==> src/rtl/temp_level_sampler_if.sv <==
// temp_level_sampler_if: 3-wire serial ADC bus (chip select, serial clock, data in).
// master = sampler side driving CS/SCLK, slave = ADC side driving MISO.
interface temp_level_sampler_if;
   logic adc_cs_no;
   logic adc_sclk_o;
   logic adc_miso_i;

   modport master (
      output adc_cs_no,
      output adc_sclk_o,
      input  adc_miso_i
   );

   modport slave (
      input  adc_cs_no,
      input  adc_sclk_o,
      output adc_miso_i
   );
endinterface

==> src/rtl/temp_level_sampler.sv <==
// temp_level_sampler: periodic serial-ADC reader feeding a hysteretic 2-bit temperature level.
// Optional build macro MEDIAN_FILTER_EN enables a 3-tap median over recent raw samples.
module temp_level_sampler #(
   parameter int unsigned CLK_DIV       = 2,
   parameter int unsigned SAMPLE_PERIOD = 64,
   parameter int unsigned LEAD_BITS     = 3,
   parameter int unsigned ADC_BITS      = 10,
   parameter int unsigned TH1           = 256,
   parameter int unsigned TH2           = 512,
   parameter int unsigned TH3           = 768,
   parameter int unsigned HYST          = 16
) (
   input  logic                      clk,
   input  logic                      rst_i,
   input  logic                      en_i,
   temp_level_sampler_if.master      adc,
   output logic [ADC_BITS-1:0]       sample_o,
   output logic [1:0]                state_bits_o,
   output logic                      valid_o
);

   localparam int unsigned N_BITS = LEAD_BITS + ADC_BITS;
   localparam int unsigned DIV_W  = (CLK_DIV > 1) ? $clog2(CLK_DIV) : 1;
   localparam int unsigned TMR_W  = (SAMPLE_PERIOD > 1) ? $clog2(SAMPLE_PERIOD) : 1;
   localparam int unsigned HALF_W = $clog2(2 * N_BITS);
   localparam int unsigned QW     = ADC_BITS + 1;

   localparam logic [DIV_W-1:0]  DIV_LAST  = DIV_W'(CLK_DIV - 1);
   localparam logic [TMR_W-1:0]  TMR_LAST  = TMR_W'(SAMPLE_PERIOD - 1);
   localparam logic [HALF_W-1:0] HALF_LAST = HALF_W'(2 * N_BITS - 1);
   localparam logic [QW-1:0]     TH1_Q     = QW'(TH1);
   localparam logic [QW-1:0]     TH2_Q     = QW'(TH2);
   localparam logic [QW-1:0]     TH3_Q     = QW'(TH3);
   localparam logic [QW-1:0]     HYST_Q    = QW'(HYST);

   typedef enum logic [1:0] {
      ST_IDLE,
      ST_SETUP,
      ST_SHIFT,
      ST_DONE
   } state_e;

   state_e              state;
   logic [TMR_W-1:0]    tmr;
   logic                tick;
   logic [DIV_W-1:0]    div_cnt;
   logic                div_last;
   logic [HALF_W-1:0]   half_cnt;
   logic                cs_n_q;
   logic                sclk_q;
   logic [ADC_BITS-1:0] shreg;
   logic [ADC_BITS-1:0] filt;
   logic [QW-1:0]       q_s;
   logic [QW-1:0]       q_sh;
   logic [1:0]          up_lvl;
   logic [1:0]          dn_lvl;
   logic [1:0]          next_lvl;

   assign adc.adc_cs_no  = cs_n_q;
   assign adc.adc_sclk_o = sclk_q;

   // Tick is only consumed in IDLE; a tick landing mid-frame is simply lost.
   assign tick     = en_i && (tmr == TMR_LAST);
   assign div_last = (div_cnt == DIV_LAST);

   always_ff @(posedge clk) begin
      if (rst_i || !en_i) begin
         tmr <= '0;
      end else if (tick) begin
         tmr <= '0;
      end else begin
         tmr <= tmr + TMR_W'(1);
      end
   end

`ifdef MEDIAN_FILTER_EN
   logic [ADC_BITS-1:0] hist1;
   logic [ADC_BITS-1:0] hist2;

   function automatic logic [ADC_BITS-1:0] med3(input logic [ADC_BITS-1:0] a,
                                                input logic [ADC_BITS-1:0] b,
                                                input logic [ADC_BITS-1:0] c);
      logic [ADC_BITS-1:0] lo;
      logic [ADC_BITS-1:0] hi;
      lo = (a < b) ? a : b;
      hi = (a < b) ? b : a;
      if (c <= lo)      return lo;
      else if (c >= hi) return hi;
      else              return c;
   endfunction

   assign filt = med3(shreg, hist1, hist2);

   always_ff @(posedge clk) begin
      if (rst_i) begin
         hist1 <= '0;
         hist2 <= '0;
      end else if (state == ST_SHIFT && div_last && half_cnt == HALF_LAST) begin
         hist1 <= shreg;
         hist2 <= hist1;
      end
   end
`else
   assign filt = shreg;
`endif

   // Widened by one bit so adding the hysteresis margin cannot wrap.
   always_comb begin
      q_s      = {1'b0, filt};
      q_sh     = q_s + HYST_Q;
      up_lvl   = {1'b0, q_s >= TH1_Q} + {1'b0, q_s >= TH2_Q} + {1'b0, q_s >= TH3_Q};
      dn_lvl   = {1'b0, q_sh >= TH1_Q} + {1'b0, q_sh >= TH2_Q} + {1'b0, q_sh >= TH3_Q};
      next_lvl = state_bits_o;
      if (up_lvl > state_bits_o) begin
         next_lvl = up_lvl;
      end else if (dn_lvl < state_bits_o) begin
         next_lvl = dn_lvl;
      end
   end

   always_ff @(posedge clk) begin
      if (rst_i) begin
         state        <= ST_IDLE;
         div_cnt      <= '0;
         half_cnt     <= '0;
         cs_n_q       <= 1'b1;
         sclk_q       <= 1'b0;
         shreg        <= '0;
         sample_o     <= '0;
         state_bits_o <= '0;
         valid_o      <= 1'b0;
      end else begin
         valid_o <= 1'b0;
         case (state)
            ST_IDLE: begin
               if (tick) begin
                  state    <= ST_SETUP;
                  cs_n_q   <= 1'b0;
                  div_cnt  <= '0;
                  half_cnt <= '0;
                  shreg    <= '0;
               end
            end
            ST_SETUP: begin
               if (div_last) begin
                  state   <= ST_SHIFT;
                  div_cnt <= '0;
                  sclk_q  <= 1'b1;
                  shreg   <= {shreg[ADC_BITS-2:0], adc.adc_miso_i};
               end else begin
                  div_cnt <= div_cnt + DIV_W'(1);
               end
            end
            ST_SHIFT: begin
               if (div_last) begin
                  div_cnt <= '0;
                  if (half_cnt == HALF_LAST) begin
                     // Final low half-period has elapsed: publish in the cycle CS rises.
                     state        <= ST_DONE;
                     cs_n_q       <= 1'b1;
                     valid_o      <= 1'b1;
                     sample_o     <= filt;
                     state_bits_o <= next_lvl;
                  end else begin
                     half_cnt <= half_cnt + HALF_W'(1);
                     sclk_q   <= ~sclk_q;
                     // Leading bits fall off the top of the register as data arrives.
                     if (!sclk_q) begin
                        shreg <= {shreg[ADC_BITS-2:0], adc.adc_miso_i};
                     end
                  end
               end else begin
                  div_cnt <= div_cnt + DIV_W'(1);
               end
            end
            ST_DONE: begin
               state <= ST_IDLE;
            end
            default: begin
               state <= ST_IDLE;
            end
         endcase
      end
   end

endmodule

==> src/flat_wrapper.sv <==
// flat-port wrapper written by rule: the top's interface ports become plain ports
module temp_level_sampler_flat 
#(
   parameter int unsigned CLK_DIV       = 2,
   parameter int unsigned SAMPLE_PERIOD = 64,
   parameter int unsigned LEAD_BITS     = 3,
   parameter int unsigned ADC_BITS      = 10,
   parameter int unsigned TH1           = 256,
   parameter int unsigned TH2           = 512,
   parameter int unsigned TH3           = 768,
   parameter int unsigned HYST          = 16
)
  (clk, rst_i, en_i, sample_o, state_bits_o, valid_o, adc_adc_cs_no, adc_adc_sclk_o, adc_adc_miso_i);
  temp_level_sampler_if adc_i ();
  input  logic clk;
  input  logic rst_i;
  input  logic en_i;
  output logic [ADC_BITS-1:0] sample_o;
  output logic [1:0] state_bits_o;
  output logic valid_o;
  output wire logic [$bits(adc_i.adc_cs_no)-1:0] adc_adc_cs_no;
  output wire logic [$bits(adc_i.adc_sclk_o)-1:0] adc_adc_sclk_o;
  input wire logic [$bits(adc_i.adc_miso_i)-1:0] adc_adc_miso_i;
  assign adc_adc_cs_no = adc_i.adc_cs_no;
  assign adc_adc_sclk_o = adc_i.adc_sclk_o;
  assign adc_i.adc_miso_i = adc_adc_miso_i;
  temp_level_sampler #(.CLK_DIV(CLK_DIV), .SAMPLE_PERIOD(SAMPLE_PERIOD), .LEAD_BITS(LEAD_BITS), .ADC_BITS(ADC_BITS), .TH1(TH1), .TH2(TH2), .TH3(TH3), .HYST(HYST)) u_core (.clk(clk), .rst_i(rst_i), .en_i(en_i), .adc(adc_i), .sample_o(sample_o), .state_bits_o(state_bits_o), .valid_o(valid_o));
endmodule
==> config.mk <==
export PLATFORM = sky130hd
export DESIGN_NAME = temp_level_sampler_flat
export DESIGN_NICKNAME = d
export VERILOG_FILES = /design/src/rtl/temp_level_sampler_if.sv /design/src/rtl/temp_level_sampler.sv /design/src/flat_wrapper.sv
export SDC_FILE = /design/constraint.sdc
export NUM_CORES = 1
export LEC_CHECK = 0
export BUFFER_PORTS_ARGS = -buffer_cell sky130_fd_sc_hd__buf_2
export CORE_ASPECT_RATIO = 0.5
export CORE_MARGIN = 5
export CORE_UTILIZATION = 61
export CTS_BUF_LIST = sky130_fd_sc_hd__clkbuf_4 sky130_fd_sc_hd__clkbuf_8
export CTS_CLUSTER_SIZE = 20
export DETAILED_ROUTE_END_ITERATION = 7
export GPL_ROUTABILITY_DRIVEN = 0
export PLACE_DENSITY = 0.89
export REMOVE_ABC_BUFFERS = 1
export SYNTH_ARGS = -nofsm -noshare
export SYNTH_HDL_FRONTEND = slang
export SYNTH_SLANG_ARGS = --single-unit
==> constraint.sdc <==
create_clock -name clk -period 3.6 [get_ports clk]
set_clock_uncertainty 0.2 [all_clocks]
set_input_delay 0.18 -clock clk [delete_from_list [all_inputs] [get_ports clk]]
set_output_delay 0.18 -clock clk [all_outputs]
set_load 0.01 [all_outputs]
=== Word level (Yosys, flattened, before mapping) ===
Index checks and enable logic that the tools add are counted.

* $add $sub $neg: 8
* $mul: 0
* Divide/modulo/power cells: 0
* Order comparisons: 8
* Equal/unequal tests: 11
* Shifts and indexed selects: 0
* Multiplexer cells: 28
* Bitwise logic cells: 3
* Reductions and logical operators: 20

{| class="wikitable"
|+ Operators with widths
! kind !! count
|-
| 10-bit two-way mux || 5
|-
| 10-bit one-hot mux with 3 select lines || 1
|-
| 11-bit by 10-bit >= comparator with 1-bit output (second input constant) || 2
|-
| 10-bit >= comparator (second input constant) || 2
|-
| 4-bit AND reduction || 5
|-
| 5-bit two-way mux || 3
|-
| 2-bit two-way mux || 6
|-
| 10-bit by 5-bit adder with 11-bit output (second input constant) || 1
|-
| 11-bit by 9-bit >= comparator with 1-bit output (second input constant) || 1
|-
| 10-bit by 9-bit >= comparator with 1-bit output (second input constant) || 1
|-
| 5-bit one-hot mux with 2 select lines || 1
|-
| 1-bit two-way mux || 8
|-
| 2-bit by 1-bit != test with 1-bit output (second input constant) || 4
|-
| 2-bit one-hot mux with 4 select lines || 1
|-
| 2-bit nonzero test || 4
|-
| 6-bit by 1-bit adder with 6-bit output (second input constant) || 1
|-
| 6-bit == test (second input constant) || 1
|-
| 1-bit one-hot mux with 2 select lines || 3
|-
| 6-bit AND reduction || 1
|-
| 5-bit by 1-bit adder with 5-bit output (second input constant) || 1
|-
| 5-bit == test (second input constant) || 1
|-
| 1-bit by 1-bit adder with 2-bit output || 2
|-
| 2-bit by 1-bit adder with 2-bit output || 2
|-
| 2-bit == test (second input constant) || 2
|-
| 15 further kinds || 19
|}

* Register bits: 39
* Bits in latches: 0
* Memory bits (writable): 0
* Memory bits (read-only): 0
* Bits of input ports: 4
* Output and inout port bits: 15
* Word-level logic and storage cells: 88
* Memories kept: 0

=== Logic depth before layout (Yosys ltp) ===
* Depth after elaboration: 7
* Depth in mapped cells: 10
* Gate-level depth less buffers: 10

=== Worst setup path before layout ===
No wires, ideal clock.

* Path kind: flip-flop to flip-flop
* Start point: register u_core.shreg[8], in the netlist u_core.filt[8]
* End point: register u_core.state_bits_o[0]
* Library setup time: 0.072 ns
* Arrival: 2.209 ns
* Required time: 3.328 ns
* Path slack: 1.120 ns
* Stages on the path, launching flop included: 10
* Cells stage by stage: dfxtp_1 -> inv_1 -> ha_1 -> a41oi_1 -> fa_1 -> ha_1 -> nand2_1 -> o21a_1 -> o21a_1 -> mux2i_1

* Cells in the longest elaborated chain, start to end: 7

{| class="wikitable"
|+ RTL lines
! item !! RTL line !! source
|-
| start, declared || temp_level_sampler.sv:51 || <nowiki>logic [ADC_BITS-1:0] shreg;</nowiki>
|-
| start signal, assigned || temp_level_sampler.sv:149 || <nowiki>shreg <= {shreg[ADC_BITS-2:0], adc.adc_miso_i};</nowiki>
|-
| start signal, assigned || temp_level_sampler.sv:169 || <nowiki>shreg <= {shreg[ADC_BITS-2:0], adc.adc_miso_i};</nowiki>
|-
| 10-bit by 5-bit adder with 11-bit output || temp_level_sampler.sv:110 || <nowiki>q_sh = q_s + HYST_Q;</nowiki>
|-
| 11-bit by 9-bit >= comparator with 1-bit output or 11-bit by 10-bit >= comparator with 1-bit output (tied branches) || temp_level_sampler.sv:112 || <nowiki>dn_lvl = {1'b0, q_sh >= TH1_Q} + {1'b0, q_sh >= TH2_Q} + {1'b0, q_sh >= TH3_Q};</nowiki>
|-
| 1-bit by 1-bit adder with 2-bit output || temp_level_sampler.sv:112 ||
|-
| 2-bit by 1-bit adder with 2-bit output || temp_level_sampler.sv:112 ||
|-
| 2-bit < comparator || temp_level_sampler.sv:116 || <nowiki>end else if (dn_lvl < state_bits_o) begin</nowiki>
|-
| 2-bit nonzero test (no source line) || -- ||
|-
| 4-bit AND reduction (no source line) || -- ||
|-
| end signal, assigned || temp_level_sampler.sv:163 || <nowiki>state_bits_o <= next_lvl;</nowiki>
|-
| end, declared || temp_level_sampler.sv:18 || <nowiki>output logic [1:0] state_bits_o,</nowiki>
|}

Parallel ways exist; a longest one is shown, timed or not. The select of a mux whose other input is x is not followed.
A chain may end at the register's enable or synchronous reset.

=== Worst setup path in the final report ===
Ends and elaborated chain as after synthesis.

==> reports/qor.yml <==
run_status: "complete, no violations"
r2r_setup_slack_ns: 0.86
clock.fmax_ghz: 0.364
muxShareOfSynthArea_pct: 1.49
cap_violations: 0
fin_util_pct: 72.7
syn-instance-count: 240
clock_path_buffers: 2
hpwl_um: 3080
clock_latency_ns: 0.29
r2r_cells: 9
diodes: 0
ys_types: 44
ys.flop_type: "dfxtp_1"
drv_slew: 0
cts_tree: "yes"
antenna_found_initial: 0
coreArea_mm2: 0.00308
num_io_pins: 19
hold_slack_ns: 0.127
intPower_uw: 661
viasPerCell: 6.13
drt_iter0_drc: 201
vias: 1826
first_pass_iters: 4
initial_core_util_pct: 65.4
synth_fa_ha_area_share_pct: 10.7
power_switching_uw: 166
grt_pass1_vias: 1762
layout_worst_path_cycle_share_pct: 76.2
post-route-drc-count: 0
ir_drop_mv: 0.318
crit_type: "reg -> reg"
post-cts-setup-buffers: 0
track_usage_pct: 20.2
area_growth_pct: 11.2
die_w_um: 91.3
powerDensity_mw_per_mm2: 369
rsz0062_at_grt: "false"
die_h_um: 50.6
critPathLaunchType: "flip-flop"
power_frac_seq_pct: 52.4
synthSimpleGateAreaFrac_pct: 20.4
synth_xor_xnor_area_share_pct: 3.04
total_power_uw: 827
setup_viol: 0
crit_fanout: 7
ant_nets: 0
p_sw_share_pct: 20.1
yosysSeqAreaShare_pct: 38.7
ys_warn_count: 0
synth_async_sr_flop_share_pct: 0
synth.top_cell.area_share_pct: 38.7
startpoint: "u_core.filt[8]$_SDFFE_PP0P_"
fill_cells: 254
tightest_slew_ns: 0.828
tns_ns: 0
hp-class: "in -> reg"
grt_max_degree: 30
numCtsBuffers: 5
clkPwrFrac_pct: 45.9
h-tree-depth: 2
hold_buffers: 2
root_buffer: "clkbuf_8"
core.rowCount: 14
synth_compound_area_share_pct: 20.5
grt_pass1_wl_um: 7680
worstSetupEndpoint: "u_core.state_bits_o[0]$_SDFFE_PP0P_"
yosys.area.top_type: "dfxtp_1"
ys_ff_latch: 39
clock_sinks: 39
cts.clk_slew.worst_paths_ns: 0.08
port_buffers: 18
pwr-share-comb_pct: 1.7
synthesis.area_mm2: 0.00202
synth_top_family_by_area: "compound AO/OA/AOI/OAI gates"
yosys-top-cells-area: "dfxtp_1, ha_1, a21oi_1"
critical_path_arrival_ns: 2.77
finalCriticalPeriod_ns: 2.74
critical_path_required_ns: 3.62
grt.overflow.total: 0
avgSynthCellArea_um2: 8.40
fin_nets: 277
wirelength_um: 4440
drive_gt1_share_pct: 11.6
die_area_mm2: 0.00462
cts_resized: 0
wire_per_inst_um: 14.9
final_hold_viol_count: 0
timing.rr.start: "u_core.filt[8]$_SDFFE_PP0P_"
power.leakage_nw: 0.824
r2r-end: "u_core.state_bits_o[0]$_SDFFE_PP0P_"
crit_path_end_kind: "flip-flop"
relSlewSlack_pct: 44.6
synth-edff-count: 0
==> flip-flops by register name, summed over array words and instances (netlist names) <==
register,cells
u_core.adc.adc_cs_no,1
u_core.valid_o,1
u_core.state,2
u_core.half_cnt,5
u_core.state_bits_o,2
u_core.div_cnt,1
u_core.tmr,6
u_core.filt,10
u_core.adc.adc_sclk_o,1
u_core.sample_o,10
==> cell usage in the layout (no fill, tap or decap), drive strengths merged, types with 4 or more instances in the layout <==
cell    instances
ha             14
dfxtp          39
nor2           15
a21oi          25
o21ai          16
inv            13
nand4          14
nand2          32
clkbuf          6
xor2            4
nand3          10
buf            18
o211ai          4
==> per-stage QoR <==
| stage | cells | worst slack (ns) | area (um^2) |
|---|---|---|---|
| after floorplan | 230 | 1.12 | 1960 |
| after CTS | 298 | 0.895 | 2240 |
| after detailed placement | 288 | 0.912 | 2100 |
| after global routing | 298 | 0.738 | 2240 |
| final | 298 | 0.855 | 2240 |
| after global placement | 288 | 1.04 | 2100 |
==> worst max-delay path, cell delays in order, from the launching register on <==
cell and delay [ns]:
dfxtp_1 0.44, inv_1 0.16, ha_1 0.22, a41oi_1 0.21, fa_1 0.48, ha_1 0.20
nor2b_1 0.20, o21a_1 0.19, o21a_1 0.19, mux2i_1 0.19
==> how the worst min path moves through the flow <==
stage	from	endpoint	cells after the start
final	rst_i	u_core.valid_o$_SDFF_PP0_	2
after global routing	rst_i	u_core.sample_o[9]$_SDFFE_PP0P_	2
after detailed placement	u_core.sample_o[1]$_SDFFE_PP0P_	u_core.sample_o[1]$_SDFFE_PP0P_	2
after global placement	u_core.tmr[0]$_SDFF_PP0_	u_core.tmr[0]$_SDFF_PP0_	1
after floorplan	rst_i	u_core.div_cnt$_SDFFE_PP0P_	1
after CTS	rst_i	u_core.valid_o$_SDFF_PP0_	2
==> layer usage <==
| metal | global-route usage [%] | wire length [um] |
|---|---|---|
| met1 | 22.2 | 1850 |
| met2 | 35.3 | 2140 |
| met3 | 6.42 | 315 |
| met4 | 11.5 | 131 |
| met5 | 0 | 0 |
==> power by group through the flow <==
stage / clock network (mW) / registers (mW) / logic, mW
after floorplan: 0 / 0.443 / 0.00473
after global placement: 0 / 0.443 / 0.0122
after detailed placement: 0 / 0.443 / 0.0126
after CTS: 0.384 / 0.433 / 0.0143
after global routing: 0.406 / 0.433 / 0.0159
final: 0.380 / 0.433 / 0.0143
==> Yosys cell counts, types with 2 or more instances <==
| library cell | count |
|---|---|
| clkbuf_1 | 4 |
| dfxtp_1 | 39 |
| xor2_1 | 4 |
| nand2_1 | 32 |
| o21a_1 | 3 |
| nor3_1 | 3 |
| o21ai_0 | 16 |
| nand4_1 | 14 |
| nor2_1 | 15 |
| a21oi_1 | 25 |
| xnor2_1 | 3 |
| mux2i_1 | 3 |
| ha_1 | 14 |
| o22ai_1 | 2 |
| o211ai_1 | 4 |
| nor4_1 | 2 |
| o2bb2ai_1 | 3 |
| inv_1 | 13 |
| nor2b_1 | 2 |
| nand3_1 | 10 |
| buf_2 | 5 |
| fa_1 | 2 |
==> cells by family after synthesis <==
group	after synthesis
fa+ha+maj	16
simple gates	85
mux	3
xor+xnor	7
buf+inv	24
compound gates	66
flops	39
==> layout make-up <==
cell class / instances / area (um^2) / share of cell area (%)
clock buffer: 6 / 82.6 / 3.68
clock inverter: 2 / 35.0 / 1.56
inverter: 14 / 52.6 / 2.34
multi-input combinational: 177 / 1130 / 50.4
sequential: 39 / 781 / 34.8
tap: 40 / 50.0 / 2.23
timing repair buffer: 20 / 110 / 4.91
Power figures use the tool's default switching activity.
